## config.mk

```make
export PLATFORM = sky130hd
export DESIGN_NAME = mac_pipe_acc
export DESIGN_NICKNAME = d
export VERILOG_FILES = /design/src/rtl/mac_pkg.sv /design/src/rtl/mac_pipe_acc_pipe_mult.sv /design/src/rtl/mac_pipe_acc.sv
export SDC_FILE = /design/constraint.sdc
export NUM_CORES = 1
export LEC_CHECK = 0
export ABC_CLOCK_PERIOD_IN_PS = 10300
export CAP_MARGIN = 10
export CORE_ASPECT_RATIO = 0.75
export CORE_MARGIN = 4
export CORE_UTILIZATION = 50
export DETAILED_ROUTE_END_ITERATION = 10
export PLACE_DENSITY = 0.67
export SLEW_MARGIN = 10
export SYNTH_ARGS = -nofsm -noshare
export SYNTH_HDL_FRONTEND = slang
export SYNTH_SLANG_ARGS = --single-unit
```

## constraint.sdc

```tcl
create_clock -name clk -period 10.3 [get_ports clk]
set_input_delay 1.545 -clock clk [delete_from_list [all_inputs] [get_ports clk]]
set_output_delay 1.545 -clock clk [all_outputs]
set_load 0.1 [all_outputs]
```

## src/rtl/mac_pkg.sv

```systemverilog
// mac_pkg: shared types, latency constant and saturating-add helper for the
// mac_pipe_acc multiply-accumulate unit.
// The widths below are the default configuration of mac_pipe_acc. sat_add
// works on a 64-bit signed carrier, so one helper serves any ACC_W up to 63.
package mac_pkg;

    localparam int MAC_IN_W        = 14;
    localparam int MAC_ACC_W       = 28;
    localparam int MAC_MULT_STAGES = 6;
    // Sampling edge of valid_in to the edge that presents f/valid_out.
    localparam int LATENCY         = MAC_MULT_STAGES + 2;
    localparam int SAT_W           = 64;

    typedef logic signed [MAC_IN_W-1:0]   operand_t;
    typedef logic signed [2*MAC_IN_W-1:0] product_t;
    typedef logic signed [MAC_ACC_W-1:0]  acc_t;
    typedef logic signed [SAT_W-1:0]      sat_word_t;

    typedef struct packed {
        sat_word_t sum;   // clamped sum, valid in the low acc_w bits
        logic      hit;   // the raw sum left the acc_w range
    } sat_res_t;

    // Add two sign-extended values and clamp the sum to a signed acc_w range.
    function automatic sat_res_t sat_add(input sat_word_t acc,
                                         input sat_word_t prod,
                                         input int        acc_w);
        sat_res_t  res;
        sat_word_t sum;
        sat_word_t max_v;
        sat_word_t min_v;
        sum   = acc + prod;
        max_v = (64'sd1 <<< (acc_w - 1)) - 64'sd1;
        min_v = -max_v - 64'sd1;
        if (sum > max_v) begin
            res.sum = max_v;
            res.hit = 1'b1;
        end else if (sum < min_v) begin
            res.sum = min_v;
            res.hit = 1'b1;
        end else begin
            res.sum = sum;
            res.hit = 1'b0;
        end
        return res;
    endfunction

endpackage

```

## src/rtl/mac_pipe_acc_pipe_mult.sv

```systemverilog
// pipe_mult: signed multiplier followed by MULT_STAGES-1 retiming registers,
// with a tag shift register that stays aligned to the product.
// Ports:
//   clk, reset        clock, asynchronous active-high reset
//   flush             synchronous: invalidate every tag (product regs keep running)
//   a, b              signed operands (held stable by the caller between terms)
//   tag_in            validity tag entering alongside a/b
//   prod, tag_out     product and tag after MULT_STAGES registers
module pipe_mult #(
    parameter int IN_W        = 14,
    parameter int MULT_STAGES = 6
) (
    input  logic                       clk,
    input  logic                       reset,
    input  logic                       flush,
    input  logic signed [IN_W-1:0]     a,
    input  logic signed [IN_W-1:0]     b,
    input  logic                       tag_in,
    output logic signed [2*IN_W-1:0]   prod,
    output logic                       tag_out
);

    localparam int PROD_W = 2 * IN_W;

    logic signed [PROD_W-1:0] prod_q [MULT_STAGES];
    logic signed [PROD_W-1:0] prod_d [MULT_STAGES];
    logic [MULT_STAGES-1:0]   tag_q;
    logic [MULT_STAGES-1:0]   tag_d;

    // Product path is free-running; tags shift with it and are zeroed by flush.
    always_comb begin
        prod_d[0] = PROD_W'(a) * PROD_W'(b);
        tag_d[0]  = tag_in & ~flush;
        for (int i = 1; i < MULT_STAGES; i++) begin
            prod_d[i] = prod_q[i-1];
            tag_d[i]  = tag_q[i-1] & ~flush;
        end
    end

    // Pipeline registers.
    always_ff @(posedge clk or posedge reset) begin
        if (reset) begin
            for (int i = 0; i < MULT_STAGES; i++) begin
                prod_q[i] <= '0;
            end
            tag_q <= '0;
        end else begin
            for (int i = 0; i < MULT_STAGES; i++) begin
                prod_q[i] <= prod_d[i];
            end
            tag_q <= tag_d;
        end
    end

    assign prod    = prod_q[MULT_STAGES-1];
    assign tag_out = tag_q[MULT_STAGES-1];

endmodule

```

## src/rtl/mac_pipe_acc.sv

```systemverilog
// mac_pipe_acc: pipelined signed multiply-accumulate with saturation and
// optional NUM_TERMS-term grouping (NUM_TERMS=0 gives a running sum).
// Ports:
//   clk, reset      clock, asynchronous active-high reset
//   a, b            signed IN_W operands, sampled when valid_in=1
//   valid_in        term valid this cycle
//   clear           synchronous flush of in-flight terms, acc and term counter
//   f               signed ACC_W result, held between valid_out pulses
//   valid_out       one-cycle pulse marking a new f
//   sat_flag        sticky saturation flag (only when MAC_SAT_FLAG_EN is defined)
// Pipeline: operand regs -> pipe_mult (MULT_STAGES) -> accumulate -> output regs.
module mac_pipe_acc
    import mac_pkg::*;
#(
    parameter int IN_W        = MAC_IN_W,
    parameter int ACC_W       = MAC_ACC_W,
    parameter int MULT_STAGES = MAC_MULT_STAGES,
    parameter int NUM_TERMS   = 0
) (
    input  logic                    clk,
    input  logic                    reset,
    input  logic signed [IN_W-1:0]  a,
    input  logic signed [IN_W-1:0]  b,
    input  logic                    valid_in,
    input  logic                    clear,
    output logic signed [ACC_W-1:0] f,
    output logic                    valid_out
`ifdef MAC_SAT_FLAG_EN
    ,
    output logic                    sat_flag
`endif
);

    localparam int PROD_W = 2 * IN_W;
    localparam int CNT_W  = (NUM_TERMS > 1) ? $clog2(NUM_TERMS) : 1;

    if (ACC_W < 2 * IN_W) begin : g_acc_w_check
        $error("mac_pipe_acc: ACC_W must be >= 2*IN_W");
    end
    if (ACC_W >= SAT_W) begin : g_acc_w_max_check
        $error("mac_pipe_acc: ACC_W must be < 64");
    end
    if (MULT_STAGES < 1) begin : g_stages_check
        $error("mac_pipe_acc: MULT_STAGES must be >= 1");
    end

    logic signed [IN_W-1:0]   a_q, a_d, b_q, b_d;
    logic                     tag0_q, tag0_d;
    logic signed [PROD_W-1:0] prod_s;
    logic                     tag_s;
    logic signed [ACC_W-1:0]  acc_q, acc_d;
    logic [CNT_W-1:0]         cnt_q, cnt_d;
    logic                     emit_q, emit_d;
    logic signed [ACC_W-1:0]  f_q, f_d;
    logic                     valid_out_q, valid_out_d;
    logic                     first_s, last_s;
    sat_res_t                 sat_s;
    logic                     unused_sat_s;

    // Stage 0: operands load only on valid terms; the tag is pushed every edge.
    always_comb begin
        if (valid_in) begin
            a_d = a;
            b_d = b;
        end else begin
            a_d = a_q;
            b_d = b_q;
        end
        tag0_d = valid_in & ~clear;
    end

    // Stage 0 registers.
    always_ff @(posedge clk or posedge reset) begin
        if (reset) begin
            a_q    <= '0;
            b_q    <= '0;
            tag0_q <= 1'b0;
        end else begin
            a_q    <= a_d;
            b_q    <= b_d;
            tag0_q <= tag0_d;
        end
    end

    pipe_mult #(
        .IN_W        (IN_W),
        .MULT_STAGES (MULT_STAGES)
    ) u_pipe_mult (
        .clk     (clk),
        .reset   (reset),
        .flush   (clear),
        .a       (a_q),
        .b       (b_q),
        .tag_in  (tag0_q),
        .prod    (prod_s),
        .tag_out (tag_s)
    );

    // Accumulate stage: first term of a group loads, later terms add with clamp.
    always_comb begin
        sat_s   = sat_add(sat_word_t'(acc_q), sat_word_t'(prod_s), ACC_W);
        first_s = (NUM_TERMS > 0) && (cnt_q == '0);
        last_s  = (NUM_TERMS == 0) || (cnt_q == CNT_W'(NUM_TERMS - 1));
        acc_d   = acc_q;
        cnt_d   = cnt_q;
        emit_d  = 1'b0;
        if (clear) begin
            acc_d = '0;
            cnt_d = '0;
        end else if (tag_s) begin
            if (first_s) begin
                acc_d = ACC_W'(prod_s);
            end else begin
                acc_d = sat_s.sum[ACC_W-1:0];
            end
            if (NUM_TERMS == 0) begin
                cnt_d = cnt_q;
            end else if (last_s) begin
                cnt_d = '0;
            end else begin
                cnt_d = cnt_q + CNT_W'(1);
            end
            emit_d = last_s;
        end else begin
            acc_d = acc_q;
        end
    end

    // High carrier bits are never needed once the sum is clamped.
    assign unused_sat_s = ^{sat_s.sum[SAT_W-1:ACC_W], sat_s.hit};

    // Accumulate stage registers.
    always_ff @(posedge clk or posedge reset) begin
        if (reset) begin
            acc_q  <= '0;
            cnt_q  <= '0;
            emit_q <= 1'b0;
        end else begin
            acc_q  <= acc_d;
            cnt_q  <= cnt_d;
            emit_q <= emit_d;
        end
    end

    // Output stage: publish the finished sum; clear suppresses a pending pulse.
    always_comb begin
        f_d         = f_q;
        valid_out_d = 1'b0;
        if (clear) begin
            valid_out_d = 1'b0;
        end else if (emit_q) begin
            f_d         = acc_q;
            valid_out_d = 1'b1;
        end else begin
            valid_out_d = 1'b0;
        end
    end

    // Output registers.
    always_ff @(posedge clk or posedge reset) begin
        if (reset) begin
            f_q         <= '0;
            valid_out_q <= 1'b0;
        end else begin
            f_q         <= f_d;
            valid_out_q <= valid_out_d;
        end
    end

    assign f         = f_q;
    assign valid_out = valid_out_q;

`ifdef MAC_SAT_FLAG_EN
    logic term_q, term_d, first_q, first_d, hit_q, hit_d;
    logic sat_flag_q, sat_flag_d;

    // Per-term saturation info, carried one stage so the flag lines up with f.
    always_comb begin
        term_d  = tag_s & ~clear;
        first_d = tag_s & ~clear & first_s;
        hit_d   = tag_s & ~clear & ~first_s & sat_s.hit;
    end

    // Sticky flag: a new group restarts it, any saturating term sets it.
    always_comb begin
        sat_flag_d = sat_flag_q;
        if (clear) begin
            sat_flag_d = 1'b0;
        end else if (term_q) begin
            if (first_q) begin
                sat_flag_d = hit_q;
            end else begin
                sat_flag_d = sat_flag_q | hit_q;
            end
        end else begin
            sat_flag_d = sat_flag_q;
        end
    end

    // Saturation flag registers.
    always_ff @(posedge clk or posedge reset) begin
        if (reset) begin
            term_q     <= 1'b0;
            first_q    <= 1'b0;
            hit_q      <= 1'b0;
            sat_flag_q <= 1'b0;
        end else begin
            term_q     <= term_d;
            first_q    <= first_d;
            hit_q      <= hit_d;
            sat_flag_q <= sat_flag_d;
        end
    end

    assign sat_flag = sat_flag_q;
`endif

endmodule

```

== After elaboration in Yosys (flattened, before gate mapping) ==
Cells that the tools add are included.
Operators by class
  add/subtract/negate cells: 1
  $mul: 1
  order comparisons: 2
  multiplexer cells: 8
  bitwise logic cells: 8
  reduce and logical (&&, ||, !) cells: 2
Operators with widths (count)
  29-bit 2-to-1 mux: 2
  28-bit 2-to-1 mux: 2
  28-bit by 28-bit adder with 29-bit output: 1
  29-bit by 28-bit > comparator with 1-bit output, second input constant: 1
  29-bit by 28-bit < comparator with 1-bit output, second input constant: 1
  14-bit by 14-bit multiplier with 28-bit output: 1
  1-bit AND: 7
  1-bit 2-to-1 mux: 4
  2-bit AND reduction: 1
  2-bit nonzero test: 1
  1-bit NOT: 1
Storage, ports and cells
  register bits after elaboration: 261
  bits of input ports: 32
  output and inout port bits: 29

== Longest topological paths before layout ==
Gate-level depths: netlist (run 1).
  depth in word-level cells: 6
  gate-level depth with buffers: 23

== By module ==
A second synthesis (run 1) with hierarchy kept.
Second synthesis, totals
  cell total of the unflattened synthesis: 1448
  area, all modules: 16753.6 um2
Modules (own cells, without submodules)
  pipe_mult: times used 1, cells each 1016, area each 11926.4 um2, seq. area each 4354.2 um2
  mac_pipe_acc: times used 1, cells each 432, area each 4827.1 um2, seq. area each 2177.1 um2

== Worst setup path before layout (run 1) ==
No wires, ideal clock.
  kind: register to register
  from: reg b_q[2]
  to: reg u_pipe_mult.prod_q (netlist bit u_pipe_mult.prod_d[132])
  library setup time: 132 ps
  arrival time: 6003 ps
  slack: 4166 ps
  cell stages (with the launch flop): 24
  path buffers: 1
  cell sequence: dfrtp_1 clkbuf_1 and2_1 fa_1 inv_1 fa_1 inv_1 fa_1 inv_1 fa_1 inv_1 fa_1 inv_1 fa_1 inv_1 ha_1 a2111oi_0 o21ai_1 a221o_1 nand2_1 o21ai_1 a2111oi_0 nor3_1 xor2_1
RTL lines
  start: declaration: line mac_pipe_acc.sv:47  | logic signed [IN_W-1:0] a_q, a_d, b_q, b_d;
  start signal: assignment: line mac_pipe_acc.sv:76  | b_q <= '0;
  start signal: assignment: line mac_pipe_acc.sv:80  | b_q <= b_d;
  end signal: indexed assignment: line mac_pipe_acc_pipe_mult.sv:49  | prod_q[i] <= prod_d[i];
  end: declaration: line mac_pipe_acc_pipe_mult.sv:25  | logic signed [PROD_W-1:0] prod_q [MULT_STAGES];

==> results of run 1 <==
through the flow:
step	util	hold slack (ns)
global route	0.569	0.307
finish	0.569	0.311
global placement	0.542	0.331
CTS	0.569	0.301
detailed placement	0.542	0.335
floorplan	-	0.331
critical path: cells and delay by family, from the launching register on:
family / cells / cell delay (ns)
AOI/OAI and AO/OA: 5 / 1.59
xor gates and xnor gates: 1 / 0.18
adders and majority gates: 7 / 3.46
buffers and inverters: 6 / 0.30
DFF: 1 / 0.53
and+or+nand+nor: 3 / 0.52
cell families (layout without fill, tap and decap cells):
family          count (synthesis)  after routing  share of synthesized area
mux                            55             55                     0.0372
compound gates                179            179                     0.0756
fa+ha+maj                     291            291                      0.307
buf+inv                       272            336                     0.0629
xor+xnor                       56             56                     0.0294
flops                         261            261                      0.392
simple gates                  321            321                     0.0959
metal layers:
metal,part of all wire,track usage
met3,0.050,0.0315
met2,0.45,0.288
met5,0,0
met4,0.017,0.0343
met1,0.49,0.273
sequential cells by signal (all words and copies together), names as in the netlist:
name                cells
tag0_q                  1
b_q                    14
emit_q                  1
f                      28
acc_q                  28
u_pipe_mult.prod       28
u_pipe_mult.prod_d    140
valid_out               1
a_q                    14
u_pipe_mult.tag_q       6
cell usage in the layout, fill, tap and decap left out, types with 24 or more instances in the layout:
cell type,count
sky130_fd_sc_hd__fa_1,196
sky130_fd_sc_hd__inv_1,224
sky130_fd_sc_hd__a21oi_1,47
sky130_fd_sc_hd__mux2_2,55
sky130_fd_sc_hd__clkbuf_16,26
sky130_fd_sc_hd__xnor2_1,42
sky130_fd_sc_hd__and2_1,100
sky130_fd_sc_hd__ha_1,95
sky130_fd_sc_hd__clkdlybuf4s50_1,60
sky130_fd_sc_hd__nand2_1,121
sky130_fd_sc_hd__a21o_1,26
sky130_fd_sc_hd__dfrtp_1,261
sky130_fd_sc_hd__a221o_1,24
sky130_fd_sc_hd__nor2_1,41
path summary, 6_finish.rpt:
kind	from	endpoint	slack, ns
setup / recovery	b_q[2]	u_pipe_mult.prod_d[132]	3.61
hold / removal	u_pipe_mult.prod_d[126]	u_pipe_mult.prod_d[98]	0.31
setup reg to reg	b_q[2]	u_pipe_mult.prod_d[132]	3.61
max in group asynchronous	reset	u_pipe_mult.prod_d[126]	7.35
hold reg to reg	u_pipe_mult.prod_d[126]	u_pipe_mult.prod_d[98]	0.31
min in group asynchronous	reset	u_pipe_mult.prod_d[2]	1.59
final cells by class:
type	instances	area, um2	share of cell area
Multi-Input combinational cell	902	9080	0.490
Sequential cell	261	6530	0.352
Clock buffer	28	658	0.0355
Tap cell	442	553	0.0298
Inverter	225	852	0.0459
Clock inverter	18	231	0.0125
Timing Repair Buffer	65	638	0.0344
==> metrics.sh, run 1 <==
TIMING.CRITICAL_PATH.ARRIVAL_NS=7.12
SUMMED_AREA_OF_NON_FILLER_CELLS_IN_THE_FINAL_LAYOUT_UM2=18500
SYN2LAYOUT_AREA_GROWTH_PCT=11.3
GRT_SETUP_UNREPAIRED='no'
FILLERINSTANCES=2767
SYNTH_FF_TYPE='sky130_fd_sc_hd__dfrtp_1'
PIN_COUNT=61
WORST_SKEW_PAIR.LATE_LATENCY_NS=0.56
HOLD-PATH-CELL-COUNT=0
VIA_COUNT_OF_THE_FIRST_GLOBAL_ROUTING_PASS=10769
CRIT_PATH_START_KIND='flip-flop'
MAX-CAP-VIOLATIONS=0
CP_PEAK_STAGE_DELAY_NS=0.56
CTS_TREE='done'
PATH_MAX_FANOUT=15
NUMBER_OF_PLACEMENT_ROWS=57
CLOCK_SKEW_NS=0.0352
NUM-NETS-FINAL=1804
TIMING.HOLD.WORST.CLASS='reg2reg'
WL_PER_CELL_UM=16.4
CP-END-KIND='flip-flop'
CLK_PATH_BUF_DEPTH=3
YOSYS-TOP-CELLS-COUNT='sky130_fd_sc_hd__dfrtp_1, sky130_fd_sc_hd__inv_1, sky130_fd_sc_hd__fa_1, sky130_fd_sc_hd__nand2_1, sky130_fd_sc_hd__and2_1'
MIN_PERIOD_OVER_PERIOD=0.650
DRT_FIRST_PASS_ITERS=5
YOSYSWARNINGS=0
DIE_X_UM=219
CTS.HOLD.BUFFERS_ADDED=0
CTS.REPAIR_TIMING.SETUP_BUFFER_COUNT=0
CTS_BUF_COUNT=26
POSTLAYOUTSETUPSLACKWORST_NS=3.61
NETLIST.AREA_LEADER.SHARE=0.392
LAYOUTNONFILLERINSTCOUNT=1941
POST_CTS_RESIZED=0
ROUTED_WIRELENGTH_UM=31800
DP_HPWL_UM=24700
GRT_USE_TOTAL=0.183
PATH_CLASS='reg2reg'
CLOCK_TRANSITION_TIME_AT_THE_FLIP_FLOP_CLOCK_PINS_OF_THE_WORST_SETUP_AND_HOLD_PATHS_NS=0.06
SYNTH.TOP_CELLS.BY_AREA='sky130_fd_sc_hd__dfrtp_1, sky130_fd_sc_hd__fa_1, sky130_fd_sc_hd__ha_1'
FINAL_HOLD_VIOL_COUNT=0
VIA_COUNT=9923
GRT_PASS1_WL_UM=55100
VIA_PER_INST=5.11
FMAX_MHz=149
POST-ROUTE-MIN-PERIOD_NS=6.69
TIMING.FINAL.MAX_SLEW_VIOLATIONS=0
FF2FF_PATH_DEPTH=22
WORST_SETUP_TIMING_SLACK_AT_THE_PLACEMENT_STAGE_NS=3.69
SYNTH.CELL_AREA_UM2=16700
CLOCK-ROOT-BUFFER='sky130_fd_sc_hd__clkbuf_16'
WORST_SLEW_MARGIN_REL=0.344
CRITICAL_PATH.CELL_CHAIN='and2_1, fa_1, inv_1, fa_1, inv_1, fa_1, inv_1, fa_1, inv_1, fa_1, inv_1, fa_1, inv_1, ha_1, a2111oi_0, o21ai_1, a221o_1, nand2_1, o21ai_1, a2111oi_0, nor3_1, xor2_1'
SYNTHESIS.INSTANCES=1435
SYNTH-EDFF-COUNT=0
HTREE_NUM_LEVELS=1
DPL-INSTANCE-AREA_UM2=17700
GRT_REMAINING_OVERFLOW=0
NUMBER_OF_CLOCK_SINKS=261
SYNTH_SEQUENTIAL_AREA_RATIO=0.392
N_ANTENNA_CELL=0
PORT_BUFFERS=60
RESIDUAL_DRC=0
ANTENNA_FOUND_INITIAL=0
WORST_EP_REQUIRED_TIME_NS=10.72
ASYNCSETRESETFLOPFRACSYNTH=1.00
SYNTH.AVG_CELL_AREA_UM2=11.6
GPL.FINAL_WEIGHTED_CONGESTION=0.888
YOSYS.CELL_COUNT.TOP_TYPE='sky130_fd_sc_hd__dfrtp_1'
WORST-SLEW-PIN-TRANSITION_NS=0.981
CRITICAL_PATH.SLOWEST_CELL='sky130_fd_sc_hd__fa_1'
FLOORPLAN.DIE_AREA_UM2=36300
INITIAL_UTILIZATION=0.511
OUTCOME='complete, no violations'
INSTANCE_COUNT_AFTER_PLACEMENT_WITH_TAP_CELLS_INCLUDED=1895
SYNTHESIS.NETS=1758
FINALSETUPVIOLCOUNT=0
DRIVE_GT1_FRAC=0.0740
DRT_ITER0_MARKERS=600
MAXIMUM_NUMBER_OF_PINS_ON_ONE_NET_BEFORE_GLOBAL_ROUTE_REPAIR=130
FLIP_FLOP_AND_LATCH_COUNT_AFTER_SYNTHESIS=261
ANT_NETS=0
DESIGN.CORE.AREA_UM2=32600
SYNTH_TOP_CELL_BY_AREA='sky130_fd_sc_hd__dfrtp_1'
CHIP_HEIGHT_UM=166
TOTALNEGATIVESETUPSLACK_NS=0
YS_TYPES=52
Power of run 1 is left out: the tool's default activity adds up to more than one toggle a clock period on the data nets, which glitch-free logic cannot reach.
==> inputs of run 2 (changes only) <==
Settings changed: ABC_CLOCK_PERIOD_IN_PS 10300 to 7000.
Clock period 10.3 ns to 7 ns, I/O delays scaled along.
==> run 2 against run 1 <==
  * Critical path depth did not move
  * Routed wire length rose by 0.79%
  * Hold slack improved by 0.027 ns
  * Die area did not move
  * Non-clock buffer count rose by 4
  * Worst setup slack got worse by 3.2 ns
  * Register-to-register slack got worse by 3.2 ns
  * Sequential share of layout area fell by 0.22 points
  * Critical path type unchanged
  * Largest cell class unchanged
==> metrics.sh, run 2 (same netlist as run 1, synthesis figures left out) <==
OUTCOME='complete, no violations'
WL_PER_CELL_UM=16.5  # +0.53%
TIMING.CRITICAL_PATH.ARRIVAL_NS=7.01  # -0.11 ns
GRT_USE_TOTAL=0.186  # +0.00257
CLOCK_SKEW_NS=0.0130  # -0.0222 ns
CRITICAL_PATH.N_BUFFERS_INVERTERS=6  # unchanged
FINAL_HOLD_VIOL_COUNT=0  # unchanged
N_ANTENNA_CELL=0  # unchanged
GRT_SETUP_UNREPAIRED='no'
MAX-CAP-VIOLATIONS=0  # unchanged
ANTENNA_FOUND_INITIAL=0  # unchanged
NUMBER_OF_PLACEMENT_ROWS=57  # unchanged
MAXIMUM_NUMBER_OF_PINS_ON_ONE_NET_BEFORE_GLOBAL_ROUTE_REPAIR=174  # +34%
WORST_SETUP_TIMING_SLACK_AT_THE_PLACEMENT_STAGE_NS=0.475  # -3.22 ns
VIA_COUNT=9942  # +0.19%
GRT_PASS1_WL_UM=55400  # +0.56%
WORST_EP_REQUIRED_TIME_NS=7.41  # -3.31 ns
SYN2LAYOUT_AREA_GROWTH_PCT=12.0
PATH_CLASS='reg2reg'
POSTLAYOUTSETUPSLACKWORST_NS=0.404  # -3.20 ns
POST-ROUTE-MIN-PERIOD_NS=6.60  # -0.0978 ns
WORST-SLEW-PIN-TRANSITION_NS=0.993  # +0.0123 ns
VIA_COUNT_OF_THE_FIRST_GLOBAL_ROUTING_PASS=10805  # +0.33%
GRT_REMAINING_OVERFLOW=0  # unchanged
DRIVE_GT1_FRAC=0.0771  # +0.00308
FILLERINSTANCES=2799  # +1.2%
MAX_FFS_PER_REGISTER=140  # unchanged
DESIGN.CORE.AREA_UM2=32600  # unchanged
CP-END-KIND='flip-flop'
VIA_PER_INST=5.11  # about the same
CLOCK_TRANSITION_TIME_AT_THE_FLIP_FLOP_CLOCK_PINS_OF_THE_WORST_SETUP_AND_HOLD_PATHS_NS=0.07  # about the same
NUM-NETS-FINAL=1808  # +0.22%
TOTALNEGATIVESETUPSLACK_NS=0  # unchanged
TIMING.HOLD.WORST.CLASS='reg2reg'
DIE_X_UM=219  # unchanged
CP_PEAK_STAGE_DELAY_NS=0.55  # about the same
PIN_COUNT=61  # unchanged
FINALSETUPVIOLCOUNT=0  # unchanged
FINAL_COMMON_CELL='sky130_fd_sc_hd__dfrtp_1'
TIMING.FINAL.MAX_SLEW_VIOLATIONS=0  # unchanged
DRT_ITER0_MARKERS=592  # -1.3%
GPL.FINAL_WEIGHTED_CONGESTION=0.921  # +3.6%
HTREE_NUM_LEVELS=1  # unchanged
RESIDUAL_DRC=0  # unchanged
FMAX_MHz=152  # +1.5%
CRITICAL_PATH.SLOWEST_CELL='sky130_fd_sc_hd__dfrtp_1'
CLK_PATH_BUF_DEPTH=3  # unchanged
CLOCK-ROOT-BUFFER='sky130_fd_sc_hd__clkbuf_16'
WORST_SLEW_MARGIN_REL=0.336  # -0.00826
LAYOUTNONFILLERINSTCOUNT=1946  # +0.26%
CTS_BUF_COUNT=26  # unchanged
CRIT_PATH_START_KIND='flip-flop'
PORT_BUFFERS=60  # unchanged
FINAL_CELL_MIX='sky130_fd_sc_hd__dfrtp_1, sky130_fd_sc_hd__inv_1, sky130_fd_sc_hd__fa_1'
FLOORPLAN.DIE_AREA_UM2=36300  # unchanged
INSTANCE_COUNT_AFTER_PLACEMENT_WITH_TAP_CELLS_INCLUDED=1899  # +0.21%
PATH_MAX_FANOUT=15  # unchanged
INITIAL_UTILIZATION=0.511  # unchanged
ROUTED_WIRELENGTH_UM=32000  # +0.79%
CRITICAL_PATH.CELL_CHAIN='and2_1, fa_1, inv_1, fa_1, inv_1, fa_1, inv_1, fa_1, inv_1, fa_1, inv_1, fa_1, inv_1, ha_1, a2111oi_0, o21ai_1, a221o_1, nand2_1, o21ai_1, a2111oi_1, nor3_1, xor2_1'
PATH_DELAY_FAMILY='adder cells'
CTS_TREE='done'
SEQUENTIAL_CELL_AREA_UM2=6530  # unchanged
WORST_SKEW_PAIR.LATE_LATENCY_NS=0.54  # -0.02 ns
DP_HPWL_UM=24300  # -1.6%
MULTI_INPUT_COMB_AREA_UM2=9080  # about the same
NUMBER_OF_CLOCK_SINKS=261  # unchanged
CHIP_HEIGHT_UM=166  # unchanged
MIN_PERIOD_OVER_PERIOD=0.942  # +0.292
ANT_NETS=0  # unchanged
DRT_FIRST_PASS_ITERS=5  # unchanged
[run 2: changes by cell type in the layout (fill, tap and decap cells not counted), sizes merged]
cell	change
bufinv	+1
clkinv	-3
clkinvlp	+1
inv	-3
clkbuf	+5
buf	+4
[run 2: layout make-up]
type                       instances  area share
clock inverter                    14      0.0123
inverter                         225      0.0455
clock buffer                      33      0.0396
tap                              442      0.0296
multi-input combinational        902       0.487
timing repair buffer              69      0.0365
sequential                       261       0.350
[run 2: metrics by stage]
stage | hold slack [ns] | utilization | area (um2)
4_1_cts | 0.340 | 0.573 | 18700
5_1_grt | 0.340 | 0.573 | 18700
3_3_place_gp | 0.331 | 0.543 | 17700
2_1_floorplan | 0.331 | - | 16700
6_report | 0.338 | 0.573 | 18700
3_5_place_dp | 0.335 | 0.543 | 17700
[run 2: repair_timing]
action	CTS	global route
resized for setup	0	1
hold buffers	0	0
setup endpoints to repair	0	1
setup buffers	0	0
[run 2: layer usage]
metal | vias up | part of all wire | global-route usage
li1 | 4677 | - | -
met1 | 4977 | 0.48 | 0.281
met2 | 248 | 0.44 | 0.284
met3 | 40 | 0.062 | 0.0386
met4 | 0 | 0.015 | 0.0352
met5 | - | 0 | 0
[run 2: worst register-to-register path, cell delays in order (launching register included)]
cell and delay [ns]:
sky130_fd_sc_hd__dfrtp_1 0.55, sky130_fd_sc_hd__and2_1 0.27, sky130_fd_sc_hd__fa_1 0.53, sky130_fd_sc_hd__inv_1 0.05, sky130_fd_sc_hd__fa_1 0.53, sky130_fd_sc_hd__inv_1 0.06, sky130_fd_sc_hd__fa_1 0.50, sky130_fd_sc_hd__inv_1 0.05
sky130_fd_sc_hd__fa_1 0.47, sky130_fd_sc_hd__inv_1 0.05, sky130_fd_sc_hd__fa_1 0.53, sky130_fd_sc_hd__inv_1 0.05, sky130_fd_sc_hd__fa_1 0.53, sky130_fd_sc_hd__inv_1 0.04, sky130_fd_sc_hd__ha_1 0.35, sky130_fd_sc_hd__a2111oi_0 0.39
sky130_fd_sc_hd__o21ai_1 0.21, sky130_fd_sc_hd__a221o_1 0.36, sky130_fd_sc_hd__nand2_1 0.13, sky130_fd_sc_hd__o21ai_1 0.11, sky130_fd_sc_hd__a2111oi_1 0.43, sky130_fd_sc_hd__nor3_1 0.14, sky130_fd_sc_hd__xor2_1 0.16
[run 2: path summary, 6_finish.rpt]
| path | to | slack (ns) | from | cells past startpoint |
|---|---|---|---|---|
| max | u_pipe_mult.prod_d[132] | 0.40 | b_q[2] | 22 |
| min | u_pipe_mult.prod_d[70] | 0.34 | u_pipe_mult.prod_d[98] | 0 |
| max in group asynchronous | b_q[11] | 4.93 | reset | 3 |
| min reg2reg | u_pipe_mult.prod_d[70] | 0.34 | u_pipe_mult.prod_d[98] | 0 |
| min in group asynchronous | f[4] | 0.84 | reset | 2 |
| max reg2reg | u_pipe_mult.prod_d[132] | 0.40 | b_q[2] | 22 |
Power of run 2 is left out for the same reason.
==> inputs of run 3 (changes only) <==
Settings changed: ABC_CLOCK_PERIOD_IN_PS 7000 to not set.
==> results of run 3 <==
The final DEF is identical to that of run 2; final timing and power are the same.
Power of run 3 is left out for the same reason.
